--- config.mk ---
export PLATFORM = sky130hd
export DESIGN_NAME = stim_lfsr_gen_flat
export DESIGN_NICKNAME = d
export VERILOG_FILES = /design/src/rtl/stim_lfsr_gen_if.sv /design/src/rtl/stim_lfsr_gen.sv /design/src/flat_wrapper.sv
export SDC_FILE = /design/constraint.sdc
export NUM_CORES = 1
export LEC_CHECK = 0
export BUFFER_PORTS_ARGS = -buffer_cell sky130_fd_sc_hd__buf_2
export CAP_MARGIN = 20
export CORE_ASPECT_RATIO = 0.8
export CORE_MARGIN = 4
export CORE_UTILIZATION = 53
export DETAILED_ROUTE_END_ITERATION = 10
export PLACE_DENSITY = 0.77
export SETUP_SLACK_MARGIN = 0.02
export SLEW_MARGIN = 30
export SYNTH_ARGS = -nofsm -noshare
export SYNTH_HDL_FRONTEND = slang
export SYNTH_SLANG_ARGS = --single-unit
--- constraint.sdc ---
create_clock -name clk -period 2.06 [get_ports clk]
set_clock_uncertainty 0.2 [all_clocks]
set_input_delay 0 -clock clk [delete_from_list [all_inputs] [get_ports clk]]
set_output_delay 0 -clock clk [all_outputs]
set_load 0.05 [all_outputs]
--- src/rtl/stim_lfsr_gen_if.sv ---
// Stimulus bundle between the LFSR generator and its consumer.
// The generator takes the master side and the bench the slave side.
interface stim_lfsr_gen_if #(
   parameter int WIDTH   = 8,
   parameter int NUM_VEC = 16
);
   localparam int CNT_W = $clog2(NUM_VEC + 1);

   logic             start;
   logic             hold;
   logic [WIDTH-1:0] stim;
   logic             valid;
   logic             chk_stb;
   logic             busy;
   logic             done;
   logic [CNT_W-1:0] count;

   modport master (
      input  start, hold,
      output stim, valid, chk_stb, busy, done, count
   );

   modport slave (
      output start, hold,
      input  stim, valid, chk_stb, busy, done, count
   );
endinterface

--- src/rtl/stim_lfsr_gen.sv ---
// Bounded-run Galois LFSR stimulus source with a trailing check strobe.
// A small IDLE/RUN/DONE FSM starts, pauses and ends each run.
module stim_lfsr_gen #(
   parameter int               WIDTH   = 8,
   parameter logic [WIDTH-1:0] TAPS    = 8'hB8,
   parameter logic [WIDTH-1:0] SEED    = 8'h01,
   parameter int               NUM_VEC = 16
) (
   input logic                 clk,
   input logic                 rst_n,
   stim_lfsr_gen_if.master     bus
);
   localparam int CNT_W = $clog2(NUM_VEC + 1);

   // An all-zero seed would lock the LFSR, so it is promoted to 1.
   localparam logic [WIDTH-1:0] SEED_E =
      (SEED == '0) ? WIDTH'(1) : SEED;
   localparam logic [CNT_W-1:0] LAST = CNT_W'(NUM_VEC);

   typedef enum logic [1:0] {
      S_IDLE,
      S_RUN,
      S_DONE
   } state_e;

   state_e           state_q;
   logic [WIDTH-1:0] lfsr_q;
   logic [WIDTH-1:0] lfsr_d;
   logic [WIDTH-1:0] seed_d;
   logic [WIDTH-1:0] stim_q;
   logic             valid_q;
   logic             chk_q;
   logic             busy_q;
   logic             done_q;
   logic [CNT_W-1:0] count_q;

   function automatic logic [WIDTH-1:0] step(
      input logic [WIDTH-1:0] v
   );
      step = v[0] ? ((v >> 1) ^ TAPS) : (v >> 1);
   endfunction

   assign lfsr_d = step(lfsr_q);
   assign seed_d = step(SEED_E);

   // Control FSM; every output comes straight from a register.
   always_ff @(posedge clk or negedge rst_n) begin
      if (!rst_n) begin
         state_q <= S_IDLE;
         lfsr_q  <= SEED_E;
         stim_q  <= '0;
         valid_q <= 1'b0;
         chk_q   <= 1'b0;
         busy_q  <= 1'b0;
         done_q  <= 1'b0;
         count_q <= '0;
      end else begin
         chk_q <= valid_q;
         unique case (state_q)
            S_IDLE, S_DONE: begin
               if (bus.start) begin
                  stim_q  <= SEED_E;
                  lfsr_q  <= seed_d;
                  valid_q <= 1'b1;
                  count_q <= CNT_W'(1);
                  busy_q  <= 1'b1;
                  done_q  <= 1'b0;
                  state_q <= S_RUN;
               end else begin
                  valid_q <= 1'b0;
               end
            end
            S_RUN: begin
               if (bus.hold) begin
                  valid_q <= 1'b0;
               end else if (count_q == LAST) begin
                  valid_q <= 1'b0;
                  busy_q  <= 1'b0;
                  done_q  <= 1'b1;
                  state_q <= S_DONE;
               end else begin
                  stim_q  <= lfsr_q;
                  lfsr_q  <= lfsr_d;
                  valid_q <= 1'b1;
                  count_q <= count_q + 1'b1;
               end
            end
            default: begin
               valid_q <= 1'b0;
               busy_q  <= 1'b0;
               state_q <= S_IDLE;
            end
         endcase
      end
   end

   assign bus.stim    = stim_q;
   assign bus.valid   = valid_q;
   assign bus.chk_stb = chk_q;
   assign bus.busy    = busy_q;
   assign bus.done    = done_q;
   assign bus.count   = count_q;
endmodule
--- src/flat_wrapper.sv ---
// flat-port wrapper written by rule: the top's interface ports become plain ports
module stim_lfsr_gen_flat 
#(
   parameter int               WIDTH   = 8,
   parameter logic [WIDTH-1:0] TAPS    = 8'hB8,
   parameter logic [WIDTH-1:0] SEED    = 8'h01,
   parameter int               NUM_VEC = 16
)
  (clk, rst_n, bus_start, bus_hold, bus_stim, bus_valid, bus_chk_stb, bus_busy, bus_done, bus_count);
  stim_lfsr_gen_if #(.WIDTH(WIDTH), .NUM_VEC(NUM_VEC)) bus_i ();
  input logic clk;
  input logic rst_n;
  input wire logic [$bits(bus_i.start)-1:0] bus_start;
  input wire logic [$bits(bus_i.hold)-1:0] bus_hold;
  output wire logic [$bits(bus_i.stim)-1:0] bus_stim;
  output wire logic [$bits(bus_i.valid)-1:0] bus_valid;
  output wire logic [$bits(bus_i.chk_stb)-1:0] bus_chk_stb;
  output wire logic [$bits(bus_i.busy)-1:0] bus_busy;
  output wire logic [$bits(bus_i.done)-1:0] bus_done;
  output wire logic [$bits(bus_i.count)-1:0] bus_count;
  assign bus_i.start = bus_start;
  assign bus_i.hold = bus_hold;
  assign bus_stim = bus_i.stim;
  assign bus_valid = bus_i.valid;
  assign bus_chk_stb = bus_i.chk_stb;
  assign bus_busy = bus_i.busy;
  assign bus_done = bus_i.done;
  assign bus_count = bus_i.count;
  stim_lfsr_gen #(.WIDTH(WIDTH), .TAPS(TAPS), .SEED(SEED), .NUM_VEC(NUM_VEC)) u_core (.clk(clk), .rst_n(rst_n), .bus(bus_i));
endmodule
==> results.sh <==
export IMPL_syn_to_final_growth_pct=13.9
export IMPL_ys_seq_area_share_pct=52.9
export IMPL_critical_path_startpoint_type="register"
export IMPL_place_hpwl_mm=1.50
export IMPL_layout_drive_gt1_share_pct=24.4
export IMPL_coreArea_um2=1910
export IMPL_n_fill_cell=172
export IMPL_fmax_mhz=538
export IMPL_clk_pin_slew_ps=120
export IMPL_path_class="register to register"
export IMPL_fin_setup_tns_ps=0
export IMPL_synthTopCellsByArea="dfrtp_1, nand3_1, o21ai_1"
export IMPL_syn_instance_count=102
export IMPL_post_drt_wl_per_cell_um=14.8
export IMPL_tightest_slew_ps=604
export IMPL_status="finished clean"
export IMPL_setup_viol=0
export IMPL_wl_mm=2.17
export IMPL_synth_flop_cell="dfrtp_1"
export IMPL_arrival_ps=1820
export IMPL_drt_first_pass_iters=5
export IMPL_rsz0062_at_grt="false"
export IMPL_vias_per_cell=5.64
export IMPL_grt_max_degree=23
export IMPL_first_iter_violations=31
export IMPL_fin_crit_ps=1860
export IMPL_drc_errors=0
export IMPL_ant_nets=0
export IMPL_mappedNetlistArea_um2=1090
export IMPL_port_buffers=20
export IMPL_cts_buffers=3
export IMPL_end_kind="register"
export IMPL_synth_top_cell_area_share_pct=50.5
export IMPL_grt_usage_pct=17.2
export IMPL_yosysUniqueCellTypes=30
export IMPL_ioPinCount=21
export IMPL_clock_path_buffers=2
export IMPL_cp_max_fo=17
export IMPL_finalHoldViolCount=0
export IMPL_die_h_um=48.6
export IMPL_finalMaxSlewViolations=0
export IMPL_die_w_um=58.7
export IMPL_fp_row_count=14
export IMPL_ys_async_sr_fraction_pct=100
export IMPL_post_cts_buffers=0
export IMPL_htreeDepth=1
export IMPL_final_net_count=130
export IMPL_yosysWarnings=0
export IMPL_n_antenna_cell=0
export IMPL_clock_sinks=23
export IMPL_max_slew_margin_rel_pct=59.7
export IMPL_regArea_um2=577
export IMPL_insertion_delay_ps=310
export IMPL_syn_num_nets=108
export IMPL_cts_tree="yes"
export IMPL_synth_top_cell_by_area="dfrtp_1"
export IMPL_die_area_um2=2850
export IMPL_worstPathRequired_ps=2030
export IMPL_vias=829
export IMPL_ys_seq_elements=23
export IMPL_antenna_found_initial=0
export IMPL_overflow=0
export IMPL_postSynthAreaPerCell_um2=10.7
export IMPL_place_gp_congestion=0.746
export IMPL_root_buffer="clkbuf_4"
export IMPL_synth_edff_count=0
export IMPL_grt_pass1_wl_mm=3.75
export IMPL_drv_cap=0
export IMPL_grt_pass1_vias=792
export IMPL_period_share_pct=90.1
export IMPL_multi_input_area_um2=430
export IMPL_initial_core_util_pct=57.1
export IMPL_hold_path_class="input port to async pin"
==> path summary, 6_finish.rpt <==
path,startpoint,to,slack (ps),cells after the start
max,u_core.bus.count[0],u_core.bus.count[0],200,5
min,rst_n,u_core.bus.count[4],60,3
max reg2reg,u_core.bus.count[0],u_core.bus.count[0],200,5
min reg2reg,u_core.bus.valid,u_core.bus.chk_stb,200,0
max in group asynchronous,rst_n,u_core.lfsr_q[0],1120,3
min in group clk,u_core.bus.valid,u_core.bus.chk_stb,200,0
==> critical path: stages, from the launching register on <==
cell       delay [ps]
dfrtp_1           410
inv_1              90
ha_1              230
nand4bb_4         100
and2_1            520
mux2i_1           170
==> kinds of logic (layout without fill, tap and decap cells) <==
kind of cell	count (synthesis)	after routing	synth area share, %
and+or+nand+nor	31	31	17.2
AOI/OAI and AO/OA	27	27	15.7
DFF	23	23	52.9
buffers and inverters	14	35	7.68
xor gates and xnor gates	3	3	2.41
adders and majority gates	2	2	2.29
muxes	2	2	1.83
==> final cells by class <==
class	instances	area share [%]
multi-input combinational	65	34.6
clock buffer	4	2.11
timing repair buffer	28	13.5
sequential	23	46.4
inverter	3	0.906
tap	24	2.42
==> metal layers <==
metal	GRT usage [%]	vias up	part of all wire [%]
met1	22.2	399	44
met4	4.53	0	1.3
met5	0	-	0
li1	-	398	-
met2	27.6	28	48
met3	5.59	4	6.6
==> cell usage in the layout, fill, tap and decap left out, types with 2 or more instances in the layout <==
cell,n
inv_1,3
a21oi_1,4
ha_1,2
buf_4,3
mux2i_1,2
clkbuf_4,3
nor2_1,4
xnor2_1,3
o22ai_1,3
dfrtp_1,22
a211oi_1,3
nor2b_1,3
nand2b_1,3
a22o_1,4
o21ai_1,8
dlygate4sd3_1,4
nand2_1,7
buf_2,21
nand3_1,9
==> Yosys cell counts (2+ instances only) <==
cell type / number
ha_1: 2
nor2_1: 4
clkbuf_1: 4
o22ai_1: 3
nor2b_1: 3
nand2_1: 7
buf_4: 4
mux2i_1: 2
a211oi_1: 3
dfrtp_1: 22
o21ai_1: 8
buf_6: 2
nand3_1: 9
nand2b_1: 3
a22o_1: 4
inv_1: 3
xnor2_1: 3
a21oi_1: 4
==> metrics by stage <==
stage,setup slack [ps],cell area [um^2],hold slack (ps),utilization [%],cells
5_1_grt,88.1,1240,101,65.1,147
2_1_floorplan,149,1090,-496,-,102
3_3_place_gp,324,1170,-209,61.3,138
3_5_place_dp,233,1170,-203,61.3,138
4_1_cts,218,1250,212,65.3,147
6_report,203,1240,55.5,65.1,147
==> registers in the layout, summed over array words and instances, names as in the netlist <==
name,count
u_core.lfsr_q,5
u_core.bus.valid,1
u_core.bus.stim,7
u_core.bus.done,1
u_core.bus.busy,1
u_core.bus.chk_stb,1
u_core.bus.count,5
u_core.state_q,2
==> what timing repair did <==
action                                  CTS  global route
hold buffers                              5             0
endpoints found under the hold margin    29             0
gates resized for setup                   0             0
endpoints found under the setup margin    0             0
Power is left out: the tool's default activity adds up to more than one toggle a clock period on the data nets, which glitch-free logic cannot reach.
